--- src/rtl/chi_txn_tracker_if.sv ---
// Passive view of the CHI TXREQ and RXRSP channels.
// master: whatever drives the link (the bench, or the real channel wires).
// slave : the tracker, which only observes the channels.
//   req_flitv/req_flit : TXREQ flit valid and payload
//   rsp_flitv/rsp_flit : RXRSP flit valid and payload
interface chi_txn_tracker_if #(
  parameter int unsigned REQ_W = 154,
  parameter int unsigned RSP_W = 73
);
  logic             req_flitv;
  logic [REQ_W-1:0] req_flit;
  logic             rsp_flitv;
  logic [RSP_W-1:0] rsp_flit;

  modport master (output req_flitv, req_flit, rsp_flitv, rsp_flit);
  modport slave  (input  req_flitv, req_flit, rsp_flitv, rsp_flit);
endinterface

--- src/rtl/chi_txn_tracker.sv ---
// CHI RN-side transaction tracker. Records each TXREQ in a DEPTH-entry table
// keyed by (SrcID, TxnID) and retires it on a matching Comp/CompDBIDResp/RetryAck.
// Flags duplicates, overflow, orphan completions and per-entry timeout.
// Ports:
//   clk, rst_n        : clock, async active-low reset
//   flit_if (slave)   : observed TXREQ / RXRSP channels
//   clear_err_i       : synchronous clear of sticky error flags and timeout_txnid
//   outstanding_o     : live entry count, full_o when it equals DEPTH
//   retire_*_o        : one-cycle retirement report with TxnID and latency
//   err_*_o           : sticky error flags, timeout_txnid_o is first timed-out TxnID
module chi_txn_tracker #(
  parameter int unsigned DEPTH    = 16,
  parameter int unsigned NODEID_W = 11,
  parameter int unsigned TXNID_W  = 12,
  parameter int unsigned REQ_W    = 154,
  parameter int unsigned RSP_W    = 73,
  parameter int unsigned TIMEOUT  = 1024,
  parameter int unsigned AGE_W    = 16
) (
  input  logic                     clk,
  input  logic                     rst_n,
  chi_txn_tracker_if.slave         flit_if,
  input  logic                     clear_err_i,
  output logic [$clog2(DEPTH):0]   outstanding_o,
  output logic                     full_o,
  output logic                     retire_v_o,
  output logic [TXNID_W-1:0]       retire_txnid_o,
  output logic [AGE_W-1:0]         retire_age_o,
  output logic                     err_overflow_o,
  output logic                     err_dup_o,
  output logic                     err_orphan_o,
  output logic                     err_timeout_o,
  output logic [TXNID_W-1:0]       timeout_txnid_o
);
  localparam int unsigned IdxW = $clog2(DEPTH);
  localparam int unsigned CntW = IdxW + 1;
  localparam logic [AGE_W:0] TimeoutVal = (AGE_W+1)'(TIMEOUT);

  // Flit field extraction
  logic [REQ_W-1:0]    req_flit;
  logic [RSP_W-1:0]    rsp_flit;
  logic [NODEID_W-1:0] req_src, rsp_tgt;
  logic [TXNID_W-1:0]  req_txn, rsp_txn;
  logic [4:0]          rsp_op;
  logic                unused_flit_bits;

  assign req_flit = flit_if.req_flit;
  assign rsp_flit = flit_if.rsp_flit;
  assign req_src  = req_flit[15 +: NODEID_W];
  assign req_txn  = req_flit[26 +: TXNID_W];
  assign rsp_tgt  = rsp_flit[4 +: NODEID_W];
  assign rsp_txn  = rsp_flit[26 +: TXNID_W];
  assign rsp_op   = rsp_flit[42:38];
  assign unused_flit_bits = ^{req_flit[REQ_W-1:26+TXNID_W], req_flit[14:0],
                              rsp_flit[RSP_W-1:43], rsp_flit[25:4+NODEID_W], rsp_flit[3:0]};

  // Table state
  logic [DEPTH-1:0]    valid_q, valid_d, tflag_q, tflag_d;
  logic [NODEID_W-1:0] srcid_q [DEPTH];
  logic [NODEID_W-1:0] srcid_d [DEPTH];
  logic [TXNID_W-1:0]  txnid_q [DEPTH];
  logic [TXNID_W-1:0]  txnid_d [DEPTH];
  logic [AGE_W-1:0]    age_q   [DEPTH];
  logic [AGE_W-1:0]    age_d   [DEPTH];

  logic [CntW-1:0]    cnt_q, cnt_d;
  logic               full_q, full_d;
  logic               retire_v_q, retire_v_d;
  logic [TXNID_W-1:0] retire_txnid_q, retire_txnid_d;
  logic [AGE_W-1:0]   retire_age_q, retire_age_d;
  logic               err_overflow_q, err_overflow_d, err_dup_q, err_dup_d;
  logic               err_orphan_q, err_orphan_d, err_timeout_q, err_timeout_d;
  logic [TXNID_W-1:0] timeout_txnid_q, timeout_txnid_d;

  logic            dup_hit, free_found, rsp_hit, is_comp, do_alloc, do_retire, to_any;
  logic [IdxW-1:0] free_idx, rsp_idx, to_idx;

  // Lookups, all against the pre-edge table
  always_comb begin
    dup_hit    = 1'b0;
    free_found = 1'b0;
    free_idx   = '0;
    rsp_hit    = 1'b0;
    rsp_idx    = '0;
    to_any     = 1'b0;
    to_idx     = '0;
    for (int i = 0; i < DEPTH; i++) begin
      if (valid_q[i] && srcid_q[i] == req_src && txnid_q[i] == req_txn) dup_hit = 1'b1;
      if (!valid_q[i] && !free_found) begin
        free_found = 1'b1;
        free_idx   = IdxW'(i);
      end
      if (valid_q[i] && srcid_q[i] == rsp_tgt && txnid_q[i] == rsp_txn) begin
        rsp_hit = 1'b1;
        rsp_idx = IdxW'(i);
      end
      // Lowest index wins when several entries cross on the same edge
      if (valid_q[i] && !tflag_q[i] && !to_any &&
          ({1'b0, age_q[i]} + {{AGE_W{1'b0}}, 1'b1}) == TimeoutVal) begin
        to_any = 1'b1;
        to_idx = IdxW'(i);
      end
    end
  end

  assign is_comp   = flit_if.rsp_flitv && (rsp_op inside {5'h03, 5'h04, 5'h05});
  // Not full implies a free entry exists
  assign do_alloc  = flit_if.req_flitv && !dup_hit && !full_q;
  assign do_retire = is_comp && rsp_hit;

  // Table next state
  always_comb begin
    valid_d = valid_q;
    tflag_d = tflag_q;
    for (int i = 0; i < DEPTH; i++) begin
      srcid_d[i] = srcid_q[i];
      txnid_d[i] = txnid_q[i];
      age_d[i]   = age_q[i];
      if (valid_q[i]) begin
        if (age_q[i] != '1) age_d[i] = age_q[i] + AGE_W'(1);
        if (!tflag_q[i] && ({1'b0, age_q[i]} + {{AGE_W{1'b0}}, 1'b1}) == TimeoutVal) begin
          tflag_d[i] = 1'b1;
        end
      end
      if (do_retire && rsp_idx == IdxW'(i)) valid_d[i] = 1'b0;
      // Free slot and retiring slot can never coincide
      if (do_alloc && free_idx == IdxW'(i)) begin
        valid_d[i] = 1'b1;
        srcid_d[i] = req_src;
        txnid_d[i] = req_txn;
        age_d[i]   = '0;
        tflag_d[i] = 1'b0;
      end
    end
  end

  // Counters, reports and sticky flags
  always_comb begin
    cnt_d          = cnt_q + CntW'(do_alloc) - CntW'(do_retire);
    full_d         = (cnt_d == CntW'(DEPTH));
    retire_v_d     = do_retire;
    retire_txnid_d = retire_txnid_q;
    retire_age_d   = retire_age_q;
    if (do_retire) begin
      retire_txnid_d = txnid_q[rsp_idx];
      retire_age_d   = (age_q[rsp_idx] == '1) ? '1 : age_q[rsp_idx] + AGE_W'(1);
    end
    // An event in the clear cycle still sets its flag
    err_dup_d      = (err_dup_q && !clear_err_i) || (flit_if.req_flitv && dup_hit);
    err_overflow_d = (err_overflow_q && !clear_err_i) ||
                     (flit_if.req_flitv && !dup_hit && full_q);
    err_orphan_d   = (err_orphan_q && !clear_err_i) || (is_comp && !rsp_hit);
    err_timeout_d  = (err_timeout_q && !clear_err_i) || to_any;
    timeout_txnid_d = timeout_txnid_q;
    if (to_any && (!err_timeout_q || clear_err_i)) timeout_txnid_d = txnid_q[to_idx];
    else if (clear_err_i)                          timeout_txnid_d = '0;
  end

  always_ff @(posedge clk or negedge rst_n) begin
    if (!rst_n) begin
      valid_q         <= '0;
      tflag_q         <= '0;
      for (int i = 0; i < DEPTH; i++) begin
        srcid_q[i] <= '0;
        txnid_q[i] <= '0;
        age_q[i]   <= '0;
      end
      cnt_q           <= '0;
      full_q          <= 1'b0;
      retire_v_q      <= 1'b0;
      retire_txnid_q  <= '0;
      retire_age_q    <= '0;
      err_overflow_q  <= 1'b0;
      err_dup_q       <= 1'b0;
      err_orphan_q    <= 1'b0;
      err_timeout_q   <= 1'b0;
      timeout_txnid_q <= '0;
    end else begin
      valid_q         <= valid_d;
      tflag_q         <= tflag_d;
      for (int i = 0; i < DEPTH; i++) begin
        srcid_q[i] <= srcid_d[i];
        txnid_q[i] <= txnid_d[i];
        age_q[i]   <= age_d[i];
      end
      cnt_q           <= cnt_d;
      full_q          <= full_d;
      retire_v_q      <= retire_v_d;
      retire_txnid_q  <= retire_txnid_d;
      retire_age_q    <= retire_age_d;
      err_overflow_q  <= err_overflow_d;
      err_dup_q       <= err_dup_d;
      err_orphan_q    <= err_orphan_d;
      err_timeout_q   <= err_timeout_d;
      timeout_txnid_q <= timeout_txnid_d;
    end
  end

  assign outstanding_o   = cnt_q;
  assign full_o          = full_q;
  assign retire_v_o      = retire_v_q;
  assign retire_txnid_o  = retire_txnid_q;
  assign retire_age_o    = retire_age_q;
  assign err_overflow_o  = err_overflow_q;
  assign err_dup_o       = err_dup_q;
  assign err_orphan_o    = err_orphan_q;
  assign err_timeout_o   = err_timeout_q;
  assign timeout_txnid_o = timeout_txnid_q;
endmodule

--- src/flat_wrapper.sv ---
// flat-port wrapper written by rule: the top's interface ports become plain ports
module chi_txn_tracker_flat 
#(
  parameter int unsigned DEPTH    = 16,
  parameter int unsigned NODEID_W = 11,
  parameter int unsigned TXNID_W  = 12,
  parameter int unsigned REQ_W    = 154,
  parameter int unsigned RSP_W    = 73,
  parameter int unsigned TIMEOUT  = 1024,
  parameter int unsigned AGE_W    = 16
)
  (clk, rst_n, clear_err_i, outstanding_o, full_o, retire_v_o, retire_txnid_o, retire_age_o, err_overflow_o, err_dup_o, err_orphan_o, err_timeout_o, timeout_txnid_o, flit_if_req_flitv, flit_if_req_flit, flit_if_rsp_flitv, flit_if_rsp_flit);
  chi_txn_tracker_if #(.REQ_W(REQ_W), .RSP_W(RSP_W)) flit_if_i ();
  input  logic clk;
  input  logic rst_n;
  input  logic clear_err_i;
  output logic [$clog2(DEPTH):0] outstanding_o;
  output logic full_o;
  output logic retire_v_o;
  output logic [TXNID_W-1:0] retire_txnid_o;
  output logic [AGE_W-1:0] retire_age_o;
  output logic err_overflow_o;
  output logic err_dup_o;
  output logic err_orphan_o;
  output logic err_timeout_o;
  output logic [TXNID_W-1:0] timeout_txnid_o;
  input wire logic [$bits(flit_if_i.req_flitv)-1:0] flit_if_req_flitv;
  input wire logic [$bits(flit_if_i.req_flit)-1:0] flit_if_req_flit;
  input wire logic [$bits(flit_if_i.rsp_flitv)-1:0] flit_if_rsp_flitv;
  input wire logic [$bits(flit_if_i.rsp_flit)-1:0] flit_if_rsp_flit;
  assign flit_if_i.req_flitv = flit_if_req_flitv;
  assign flit_if_i.req_flit = flit_if_req_flit;
  assign flit_if_i.rsp_flitv = flit_if_rsp_flitv;
  assign flit_if_i.rsp_flit = flit_if_rsp_flit;
  chi_txn_tracker #(.DEPTH(DEPTH), .NODEID_W(NODEID_W), .TXNID_W(TXNID_W), .REQ_W(REQ_W), .RSP_W(RSP_W), .TIMEOUT(TIMEOUT), .AGE_W(AGE_W)) u_core (.clk(clk), .rst_n(rst_n), .flit_if(flit_if_i), .clear_err_i(clear_err_i), .outstanding_o(outstanding_o), .full_o(full_o), .retire_v_o(retire_v_o), .retire_txnid_o(retire_txnid_o), .retire_age_o(retire_age_o), .err_overflow_o(err_overflow_o), .err_dup_o(err_dup_o), .err_orphan_o(err_orphan_o), .err_timeout_o(err_timeout_o), .timeout_txnid_o(timeout_txnid_o));
endmodule
--- config.mk ---
export PLATFORM = sky130hd
export DESIGN_NAME = chi_txn_tracker_flat
export DESIGN_NICKNAME = d
export VERILOG_FILES = /design/src/rtl/chi_txn_tracker_if.sv /design/src/rtl/chi_txn_tracker.sv /design/src/flat_wrapper.sv
export SDC_FILE = /design/constraint.sdc
export NUM_CORES = 2
export LEC_CHECK = 0
export CAP_MARGIN = 40
export CORE_MARGIN = 2
export CORE_UTILIZATION = 40
export CTS_BUF_LIST = sky130_fd_sc_hd__clkbuf_16
export DETAILED_ROUTE_END_ITERATION = 12
export PLACE_DENSITY = 0.57
export SYNTH_ARGS = -nofsm -noshare
export SYNTH_HDL_FRONTEND = slang
export SYNTH_SLANG_ARGS = --single-unit
export TNS_END_PERCENT = 30
--- constraint.sdc ---
create_clock -name clk -period 7.1 [get_ports clk]
set_clock_uncertainty 0.1 [all_clocks]
set_input_delay 0.71 -clock clk [delete_from_list [all_inputs] [get_ports clk]]
set_output_delay 0.71 -clock clk [all_outputs]
set_load 0.03 [all_outputs]
==> out/metrics.yaml <==
outcome: "complete, no violations"
start_kind: "flop"
core_um2: 126000
worstPathCellList: "nand3_1 > nor4_1 > a211oi_1 > a31oi_1 > or4b_1 > a21bo_2 > or3_4 > nor4_4 > o21bai_4 > mux2i_1 > mux2i_1 > mux2i_1 > a22oi_1 > nand3_1 > nand2_1"
synthDistinctLibCells: 120
timing.slew.headroom_pct: 28.5
clockBufferDepth: 3
cts_buffers: 88
setup-violations-final: 0
powerDensity_nw_per_um2: 396
async_flop_share_pct: 100
cts.sinks: 707
ff2ff_setup_slack_ps: 930
syn_inst: 6045
rsz0062_at_grt: "false"
dp_cells: 7636
cp.depth: 15
layout_commonest_cell: "nand2_1"
gp_congestion: 1.05
max-vdd-ir-drop_mv: 0.241
layout.cells.non_filler: 7801
hp-class: "input port to flop"
num-nets-final: 6349
power_leakage_uw: 0.0253
ys_top_cells_by_area: "dfrtp_1 35%, xor2_1 12%, nand2_1 8.7%"
synth-simple-area-share_pct: 26.0
antenna_found_initial: 7
ys_ff_latch: 707
worstSetupEndpointType: "flop"
first_global_vias: 45000
netlist_area_um2: 50600
max-cap-violations: 0
reg2reg_depth: 15
dp_hpwl_mm: 178
area_growth_pct: 13.0
path_max_fanout: 14
finish.utilization_pct: 45.5
firstDrtPassIters: 6
critPathArrivalTime_ps: 6670
drc: 0
layout.area.seq_um2: 17700
cpPeakStageDelay_ps: 820
synth_top_family_by_area: "simple AND/OR/NAND/NOR gates"
cts_htree_levels: 3
syn_avg_cell_area_um2: 8.37
hold_ws_ps: 215
worstSetupPathType: "flop to flop"
clk_pin_slew_ps: 60
crit_path_end: "u_core.timeout_txnid_o[7]$_DFFE_PN0P_"
cts_root_buf: "clkbuf_16"
synth-adder-area-share_pct: 0.980
hold_viol: 0
period_share_pct: 86.8
vias: 47800
path_buf_inv: 0
synthXorXnorAreaFrac_pct: 17.8
vias_per_cell: 6.13
setup_tns_ps: 0
routedWlPerCell_um: 30.0
clk_latency_ps: 740
num-fill-cells: 12400
ys.flop_type: "dfrtp_1"
cpLargestDelayFamily: "simple AND/OR/NAND/NOR gates"
synth_edf_count: 0
synth_top_area_share_pct: 35.0
clock.fmax_ghz: 0.162
r2r_end: "u_core.timeout_txnid_o[7]$_DFFE_PN0P_"
min_period_ps: 6170
yosys_warnings: 0
final_cell_mix: "1168 x nand2_1, 707 x dfrtp_1, 673 x xor2_1"
syn_nets: 6316
start_util_pct: 40.3
numPortBuffers: 106
num_rows: 130
crit_top_cell: "mux2i_1"
grt.total_usage_pct: 35.3
drt_wl_total_mm: 234
crit_slowest_cell: "nor4_1"
drt_iter0_drc: 6288
fp.dieW_um: 360
die_h_um: 360
die-area_um2: 129000
synth_compound_area_share_pct: 10.4
setup.worst_path.start: "u_core.age_q[130]$_DFFE_PN0P_"
grt_pass1_wl_mm: 333
grt_max_degree: 147
ys_seq_area_share_pct: 35.0
io_pins: 283
netlist.top_cell.by_area: "dfrtp_1"
cts_tree: "yes"
layout-drive-gt1-share_pct: 11.0
reg2reg_from: "u_core.age_q[130]$_DFFE_PN0P_"
grt-ovfl-total: 0
cp_data_required_time_ps: 7610
worst_pin_slew_ps: 1060
slew_violations: 0
ant_nets: 0
synthMuxAreaShare_pct: 5.27
multi_input_area_um2: 30700
[through the flow]
stage               setup slack [ps]  total power [µW]  instance area [µm²]
floorplan                       2360             13900                50600
global placement                 621             17600                54100
detailed placement               771             17800                54200
CTS                             1060             22400                57100
global route                     836             23900                57100
finish                           934             22700                57100
[where the power goes]
group / total (µW) / switching, µW / internal [µW]
logic: 9530 / 5620 / 3900
clock network: 4610 / 1960 / 2640
registers: 8520 / 3080 / 5440
total: 22700 / 10700 / 12000
[tightest hold or removal path, stage by stage]
cell     delay, ps
buf_2          170
nand2_1         70
nand2_1         40
[routing by layer]
metal | global-route usage, % | part of all wire [%] | vias up
met4 | 23.3 | 8.0 | 6
met5 | 0 | 0.019 | -
met2 | 53.5 | 43 | 2547
met3 | 6.55 | 8.3 | 710
met1 | 46.1 | 41 | 23500
li1 | - | - | 21100
[logic make-up after synthesis]
family          Yosys count
flops                   707
simple gates           2752
buf+inv                 519
mux                     249
compound gates          753
fa+ha+maj                39
xor+xnor               1026
[cell usage after synthesis, types with 72 or more instances]
master    instances
o21ai_0         146
nor3_1          112
nor2_1          463
nand4_1         192
a21oi_1         148
xor2_1          673
nand3_1         194
dfrtp_1         707
mux2i_1         114
inv_1            86
and3_1           72
nand2_1        1168
xnor2_1         353
mux2_2          133
nor4_1          229
clkbuf_1        292
[layout make-up]
cell class	instances	area share [%]
antenna	1	0.00438
clock buffer	89	3.90
clock inverter	73	1.12
inverter	86	0.565
multi-input combinational	4819	53.8
sequential	707	31.0
tap	1650	3.61
timing repair buffer	376	6.02
[registers in the layout (all words and copies together), names as in the netlist]
| register | count |
|---|---|
| u_core.valid_q | 16 |
| u_core.tflag_q | 16 |
| u_core.timeout_txnid_o | 12 |
| u_core.outstanding_o | 5 |
| u_core.err_orphan_o | 1 |
| u_core.retire_txnid_o | 12 |
| u_core.retire_v_o | 1 |
| u_core.err_overflow_o | 1 |
| u_core.err_dup_o | 1 |
| u_core.srcid_q | 176 |
| u_core.retire_age_o | 16 |
| u_core.age_q | 256 |
| u_core.err_timeout_o | 1 |
| u_core.txnid_q | 192 |
| u_core.full_o | 1 |
[how the worst min path moves through the flow]
stage,start,endpoint,cells after the start,slack (ps)
5_1_grt,flit_if_req_flit[25],u_core.srcid_q[142]$_DFFE_PN0P_,3,230
6_report,flit_if_req_flit[25],u_core.srcid_q[142]$_DFFE_PN0P_,3,210
2_1_floorplan,rst_n,u_core.age_q[0]$_DFFE_PN0P_,0,310
3_3_place_gp,u_core.retire_txnid_o[6]$_DFFE_PN0P_,u_core.retire_txnid_o[6]$_DFFE_PN0P_,2,360
4_1_cts,flit_if_req_flit[25],u_core.srcid_q[142]$_DFFE_PN0P_,3,190
3_5_place_dp,u_core.retire_txnid_o[3]$_DFFE_PN0P_,u_core.retire_txnid_o[3]$_DFFE_PN0P_,2,370
[repair_timing]
action	CTS	global route
endpoints found under the hold margin	77	0
resized for setup	0	0
hold buffers	1	0
setup endpoints to repair	0	0
buffers inserted	0	0
Note: power is estimated with default switching activity, not from simulation.
